===== config.mk =====
export PLATFORM = sky130hd
export DESIGN_NAME = load_replay_ctrl
export DESIGN_NICKNAME = d
export VERILOG_FILES = /design/src/rtl/load_replay_ctrl.sv
export SDC_FILE = /design/constraint.sdc
export NUM_CORES = 1
export LEC_CHECK = 0
export ABC_CLOCK_PERIOD_IN_PS = 6800
export BUFFER_PORTS_ARGS = -buffer_cell sky130_fd_sc_hd__buf_2
export CORE_MARGIN = 8
export CORE_UTILIZATION = 45
export DETAILED_ROUTE_END_ITERATION = 10
export GPL_TIMING_DRIVEN = 0
export SLEW_MARGIN = 10
export SYNTH_ARGS = -nofsm -noshare
export SYNTH_HDL_FRONTEND = slang
export SYNTH_SLANG_ARGS = --single-unit

===== constraint.sdc =====
create_clock -name clk -period 6.8 [get_ports clk]
set_clock_uncertainty 0.05 [all_clocks]
set_input_delay 0.34 -clock clk [delete_from_list [all_inputs] [get_ports clk]]
set_output_delay 0.34 -clock clk [all_outputs]
set_load 0.02 [all_outputs]

===== src/rtl/load_replay_ctrl.sv =====
// load_replay_ctrl: load-unit responder for the load issue queue. Each issued
// load is followed through s1/s2 and gets exactly one outcome: a fast replay,
// a slow replay (after a refill/store-data wake) or success. Slow-replay loads
// park in a small wait buffer.
// Optional: define LOAD_REPLAY_TIMEOUT_EN to add an 8-bit per-entry watchdog
// that forces a waiting entry to READY after 255 cycles (lost wake recovery).
module load_replay_ctrl #(
    parameter int IDX_W    = 4,
    parameter int ROB_W    = 6,
    parameter int MSHR_W   = 2,
    parameter int SQ_W     = 5,
    parameter int RB_DEPTH = 4
) (
    input  logic              clk,
    input  logic              rst,
    input  logic              issue_en,
    input  logic [IDX_W-1:0]  issue_idx,
    input  logic [ROB_W:0]    issue_rob,
    input  logic              s1_fast_fail,
    input  logic              s2_hit,
    input  logic              s2_miss,
    input  logic [MSHR_W-1:0] s2_mshr,
    input  logic              s2_fwd_wait,
    input  logic [SQ_W-1:0]   s2_sq_idx,
    input  logic              refill_en,
    input  logic [MSHR_W-1:0] refill_mshr,
    input  logic              sdata_en,
    input  logic [SQ_W-1:0]   sdata_sq_idx,
    input  logic              redirect,
    input  logic [ROB_W:0]    redirect_rob,
    output logic              reply_fast_en,
    output logic [IDX_W-1:0]  reply_fast_idx,
    output logic              reply_slow_en,
    output logic [IDX_W-1:0]  reply_slow_idx,
    output logic              success,
    output logic [IDX_W-1:0]  success_idx,
    output logic              rb_full
);
    localparam int RBI_W = (RB_DEPTH > 1) ? $clog2(RB_DEPTH) : 1;

    typedef enum logic [1:0] {RB_FREE, RB_WAIT_REFILL, RB_WAIT_STORE, RB_READY} rb_state_e;

    function automatic logic is_young(input logic [ROB_W:0] rob, input logic [ROB_W:0] rr);
        return (rob[ROB_W] ^ rr[ROB_W]) ^ (rob[ROB_W-1:0] > rr[ROB_W-1:0]);
    endfunction

    logic              s1_v, s2_v, fp_v;
    logic [IDX_W-1:0]  s1_idx, s2_idx, fp_idx;
    logic [ROB_W:0]    s1_rob, s2_rob, fp_rob;

    rb_state_e         rb_st  [RB_DEPTH];
    rb_state_e         st_nx  [RB_DEPTH];
    logic [IDX_W-1:0]  rb_idx [RB_DEPTH];
    logic [ROB_W:0]    rb_rob [RB_DEPTH];
    logic [MSHR_W-1:0] rb_mshr[RB_DEPTH];
    logic [SQ_W-1:0]   rb_sq  [RB_DEPTH];
`ifdef LOAD_REPLAY_TIMEOUT_EN
    logic [7:0]        rb_cnt [RB_DEPTH];
`endif

    logic              s0_live, s1_live, s2_live, fp_live;
    logic              s1_fail, s2_hit_ok, s2_alloc, s2_fast;
    logic              alloc_found, slow_v;
    logic [RBI_W-1:0]  alloc_ptr, slow_sel;
    logic [IDX_W-1:0]  slow_idx_nx;
    rb_state_e         alloc_st;

    // Liveness after redirect kill and s2 outcome classification
    always_comb begin
        s0_live   = issue_en & ~(redirect & is_young(issue_rob, redirect_rob));
        s1_live   = s1_v & ~(redirect & is_young(s1_rob, redirect_rob));
        s2_live   = s2_v & ~(redirect & is_young(s2_rob, redirect_rob));
        fp_live   = fp_v & ~(redirect & is_young(fp_rob, redirect_rob));
        s1_fail   = s1_live & s1_fast_fail;
        s2_hit_ok = s2_live & s2_hit;
        // A load with no flag, or one that finds the buffer full, replays fast.
        s2_alloc  = s2_live & ~s2_hit & (s2_fwd_wait | s2_miss) & ~rb_full;
        s2_fast   = s2_live & ~s2_hit & (~(s2_fwd_wait | s2_miss) | rb_full);
        if (s2_fwd_wait)
            alloc_st = (sdata_en && sdata_sq_idx == s2_sq_idx) ? RB_READY : RB_WAIT_STORE;
        else
            alloc_st = (refill_en && refill_mshr == s2_mshr) ? RB_READY : RB_WAIT_REFILL;
    end

    // Free-entry search and full flag from the state registers
    always_comb begin
        rb_full     = 1'b1;
        alloc_found = 1'b0;
        alloc_ptr   = '0;
        for (int i = 0; i < RB_DEPTH; i++) begin
            if (rb_st[i] == RB_FREE) begin
                rb_full = 1'b0;
                if (!alloc_found) begin
                    alloc_found = 1'b1;
                    alloc_ptr   = RBI_W'(i);
                end
            end
        end
    end

    // Buffer next state (wake, timeout, kill, allocate), then pick the slow replay
    // from that next state so a wake reaches the output one cycle later.
    always_comb begin
        for (int i = 0; i < RB_DEPTH; i++) begin
            st_nx[i] = rb_st[i];
            if (rb_st[i] == RB_WAIT_REFILL && refill_en && rb_mshr[i] == refill_mshr)
                st_nx[i] = RB_READY;
            if (rb_st[i] == RB_WAIT_STORE && sdata_en && rb_sq[i] == sdata_sq_idx)
                st_nx[i] = RB_READY;
`ifdef LOAD_REPLAY_TIMEOUT_EN
            if ((rb_st[i] == RB_WAIT_REFILL || rb_st[i] == RB_WAIT_STORE) && rb_cnt[i] == 8'hFF)
                st_nx[i] = RB_READY;
`endif
            if (redirect && rb_st[i] != RB_FREE && is_young(rb_rob[i], redirect_rob))
                st_nx[i] = RB_FREE;
            if (s2_alloc && alloc_ptr == RBI_W'(i))
                st_nx[i] = alloc_st;
        end
        slow_v   = 1'b0;
        slow_sel = '0;
        for (int i = 0; i < RB_DEPTH; i++) begin
            if (!slow_v && st_nx[i] == RB_READY) begin
                slow_v   = 1'b1;
                slow_sel = RBI_W'(i);
            end
        end
        slow_idx_nx = (s2_alloc && alloc_ptr == slow_sel) ? s2_idx : rb_idx[slow_sel];
    end

    // Pipeline stages, fast-pending slot and registered replies
    always_ff @(posedge clk or negedge rst) begin
        if (!rst) begin
            s1_v <= 1'b0; s1_idx <= '0; s1_rob <= '0;
            s2_v <= 1'b0; s2_idx <= '0; s2_rob <= '0;
            fp_v <= 1'b0; fp_idx <= '0; fp_rob <= '0;
            reply_fast_en <= 1'b0; reply_fast_idx <= '0;
            reply_slow_en <= 1'b0; reply_slow_idx <= '0;
            success <= 1'b0; success_idx <= '0;
        end else begin
            s1_v   <= s0_live;
            s1_idx <= issue_idx;
            s1_rob <= issue_rob;
            s2_v   <= s1_live & ~s1_fast_fail;
            s2_idx <= s1_idx;
            s2_rob <= s1_rob;

            success     <= s2_hit_ok;
            success_idx <= s2_idx;

            reply_slow_en  <= slow_v;
            reply_slow_idx <= slow_idx_nx;

            // s1 has priority, then the parked load, then the s2 fallback.
            reply_fast_en <= s1_fail | fp_live | s2_fast;
            if (s1_fail)
                reply_fast_idx <= s1_idx;
            else if (fp_live)
                reply_fast_idx <= fp_idx;
            else if (s2_fast)
                reply_fast_idx <= s2_idx;

            if (s2_fast && (s1_fail || fp_live)) begin
                fp_v   <= 1'b1;
                fp_idx <= s2_idx;
                fp_rob <= s2_rob;
            end else if (!fp_live || !s1_fail) begin
                fp_v <= 1'b0;
            end
        end
    end

    // Wait-buffer entries; the entry chosen for slow replay is freed here
    always_ff @(posedge clk or negedge rst) begin
        if (!rst) begin
            for (int i = 0; i < RB_DEPTH; i++) begin
                rb_st[i]   <= RB_FREE;
                rb_idx[i]  <= '0;
                rb_rob[i]  <= '0;
                rb_mshr[i] <= '0;
                rb_sq[i]   <= '0;
`ifdef LOAD_REPLAY_TIMEOUT_EN
                rb_cnt[i]  <= '0;
`endif
            end
        end else begin
            for (int i = 0; i < RB_DEPTH; i++) begin
                rb_st[i] <= (slow_v && slow_sel == RBI_W'(i)) ? RB_FREE : st_nx[i];
                if (s2_alloc && alloc_ptr == RBI_W'(i)) begin
                    rb_idx[i]  <= s2_idx;
                    rb_rob[i]  <= s2_rob;
                    rb_mshr[i] <= s2_mshr;
                    rb_sq[i]   <= s2_sq_idx;
                end
`ifdef LOAD_REPLAY_TIMEOUT_EN
                if (s2_alloc && alloc_ptr == RBI_W'(i))
                    rb_cnt[i] <= '0;
                else if (rb_st[i] == RB_WAIT_REFILL || rb_st[i] == RB_WAIT_STORE)
                    rb_cnt[i] <= rb_cnt[i] + 8'd1;
`endif
            end
        end
    end
endmodule


==> impl_metrics.json <==
{
  "min_path_type": "in2reg",
  "setup_slack_ps": 2900,
  "crit_chain": "ha_1 > nand4_1 > o41ai_2 > or3_1 > nor4_2 > o2bb2ai_2 > o21bai_2 > or3_1 > a221oi_2 > mux2_2",
  "die_h_um": 142,
  "syn_inst": 660,
  "cts_tree": "built",
  "synth_edf_count": 0,
  "clock-sinks": 131,
  "antenna_found_initial": 0,
  "cp_data_required_time_ps": 7050,
  "arrival_ps": 4150,
  "drive_above_1_share_pct": 23.5,
  "yosys.area.top_type_share_pct": 45.8,
  "synth_xor_area_share_pct": 5.75,
  "start_util_pct": 45.5,
  "instances_no_fill": 969,
  "cp_max_fo": 10,
  "critPathCaptureType": "flop",
  "path_common_cell": "or3_1",
  "root_buffer": "clkbuf_16",
  "drtPass1Iterations": 5,
  "setup_viol": 0,
  "maxSlewViolCount": 0,
  "clk_pin_slew_ps": 60,
  "hold_viol_final": 0,
  "fmax_mhz": 257,
  "outcome": "completed",
  "nets": 831,
  "gr-total-overflow": 0,
  "max_stage_delay_ps": 540,
  "synth.distinct_cells": 68,
  "muxShareOfSynthArea_pct": 11.7,
  "ys_async_sr_fraction_pct": 100,
  "r2r_setup_slack_ps": 2900,
  "synth-compound-area-share_pct": 12.0,
  "yosys.area_share.simple_pct": 13.8,
  "netlist_area_um2": 7160,
  "core_um2": 15700,
  "drtIter0Drc": 276,
  "drt_wl_total_um": 18300,
  "ir_drop_mv": 0.193,
  "vias": 5324,
  "routed_via_density": 5.49,
  "p_per_area_nw_per_um2": 315,
  "synthAdderAreaFrac_pct": 8.39,
  "gp_congestion": 0.894,
  "antennaDiodeCount": 0,
  "drc_errors": 0,
  "clk_latency_ps": 420,
  "place_ws_ps": 2720,
  "startpoint_type": "flop",
  "die_width_um": 142,
  "critPathTopFamily": "compound AO/OA/AOI/OAI gates",
  "ys_warn_count": 0,
  "cts_inserted_buffers": 17,
  "synthTopCellsByArea": "dfrtp_1, mux2_2, ha_1, nand2_1, xor2_1",
  "h-tree-depth": 4,
  "die_area_um2": 20200,
  "synth_area_per_cell_um2": 10.8,
  "grt_usage_pct": 19.1,
  "utilization_pct": 53.6,
  "postRouteAntennaNets": 0,
  "ios": 58,
  "ys_seq_elements": 131,
  "area_growth_pct": 17.6,
  "setup_tns_ps": 0,
  "path_buf_inv": 0,
  "final.period_utilization_pct": 57.3,
  "synth_top_family_by_area": "simple AND/OR/NAND/NOR gates",
  "crit_slowest_cell": "o41ai_2",
  "tightest_slew_ps": 827,
  "row_count": 46,
  "min_period_ps": 3900,
  "io_buffers": 49,
  "grt_pass1_vias": 5537,
  "grt_pass1_wl_um": 29600,
  "crit_type": "reg2reg",
  "synth-main-ff-cell": "dfrtp_1",
  "slew_headroom_pct": 44.8,
  "synth_nets": 750,
  "grt_max_degree": 74,
  "ctsLongestPathBuffers": 2,
  "wl_per_cell_um": 18.9,
  "power_leakage_nw": 4.09,
  "synth_area_leader_cell": "dfrtp_1",
  "rsz0062_at_grt": "false",
  "dp_cells": 926,
  "hpwl_um": 13600,
  "max_cap_viol_count": 0,
  "seq_area_frac_synth_pct": 45.8
}
-- through the flow --
step / cell area (um2) / power (mW) / hold WS, ps
finish: 8420 / 2.65 / 80.4
global placement: 7670 / 1.70 / 315
detailed placement: 7710 / 1.74 / 302
global route: 8420 / 2.80 / 67.1
floorplan: 7160 / 1.52 / -5.59
CTS: 8420 / 2.67 / 61.4
-- cell families (layout without fill, tap and decap cells) --
family	after synthesis	count (layout)
DFF	131	131
AOI/OAI and AO/OA	115	115
xor gates and xnor gates	47	47
adders and majority gates	48	48
and+or+nand+nor	201	201
muxes	75	75
buffers and inverters	43	136
-- power by group --
group          switching [mW]  internal [mW]
Combinational           0.363          0.298
Sequential              0.114          0.953
Clock                   0.348          0.571
Total                   0.825           1.82
-- placed cells by master (no fill, tap or decap), types with 5 or more instances in the layout --
cell type      count
nand3_1           10
a31oi_1           12
nor2_1            30
o21ai_0           18
nor3_1            15
xnor2_1           21
nand2_1           84
a21oi_1           20
dfrtp_1          131
clkbuf_16         17
ha_1              48
nor4_1            10
mux2_2            66
o22ai_1            6
nand2b_1           7
dlygate4sd3_1     12
clkinvlp_4         6
nor2b_1            8
o21a_1             6
a41oi_1            5
or3_1              8
inv_1             21
xor2_1            26
clkbuf_1          12
buf_2             56
nand4_1            5
mux2i_1            6
-- timing repair --
item / CTS / global route
hold endpoints to repair: 69 / 0
hold buffers: 12 / 0
gates resized for setup: 0 / 0
buffers inserted: 0 / 0
-- registers in the layout, indices dropped and copies added, names as in the netlist, 4 cells and up --
register / flops
rb_rob: 28
rb_sq: 20
s1_rob: 7
s2_rob: 7
rb_idx: 16
rb_mshr: 8
s2_idx: 4
s1_idx: 4
fp_idx: 4
reply_fast_idx: 4
fp_rob: 7
success_idx: 4
reply_slow_idx: 4
rb_st: 8
-- layout make-up --
type	instances	area, um2
tap	216	270
buffer	21	96.3
inverter	22	82.6
timing repair buffer	62	399
multi-input combinational	486	3700
sequential	131	3280
clock inverter	14	164
fill	1404	7300
clock buffer	17	425
-- worst register-to-register path, delay by kind of cell (launching register included) --
kind / cells / cell delay [ps]
flip-flops: 1 / 490
adder cells (fa/ha/maj): 1 / 370
AO/OA/AOI/OAI: 4 / 1570
multiplexers: 1 / 410
AND/OR/NAND/NOR: 4 / 890
-- worst paths after layout --
path	depth (start not counted)	to	from
worst max-delay path	10	reply_slow_idx[3]	s2_rob[3]
worst min-delay path	2	s2_v	s1_fast_fail
worst max register to register	10	reply_slow_idx[3]	s2_rob[3]
worst min register to register	0	s2_rob[0]	s1_rob[0]
max in group asynchronous	3	rb_idx[13]	rst
min in group asynchronous	2	rb_sq[19]	rst
-- cell usage after synthesis (3+ instances only) --
cell      count
dfrtp_1     131
nand2_1      84
mux2_2       66
ha_1         48
nor2_1       30
xor2_1       26
inv_1        21
xnor2_1      21
a21oi_1      20
o21ai_0      18
nor3_1       15
a31oi_1      12
clkbuf_1     12
nand3_1      10
nor4_1       10
buf_2         8
nor2b_1       8
or3_1         8
nand2b_1      7
mux2i_1       6
o21a_1        6
o22ai_1       6
a41oi_1       5
nand4_1       5
a221oi_1      4
and3_1        4
o311ai_0      4
a211oi_1      3
a21o_1        3
and2_1        3
mux2_1        3
nor4_2        3
o211ai_1      3
o31a_1        3
or2_2         3
-- metal layers --
layer  vias up  share of wire, %  GRT usage (%)
met4         0               2.3           7.29
li1       2551                 -              -
met3        31               4.6           5.10
met2       131                47           30.4
met5         -                 0              0
met1      2611                46           24.4
(Power assumes the default switching activity.)
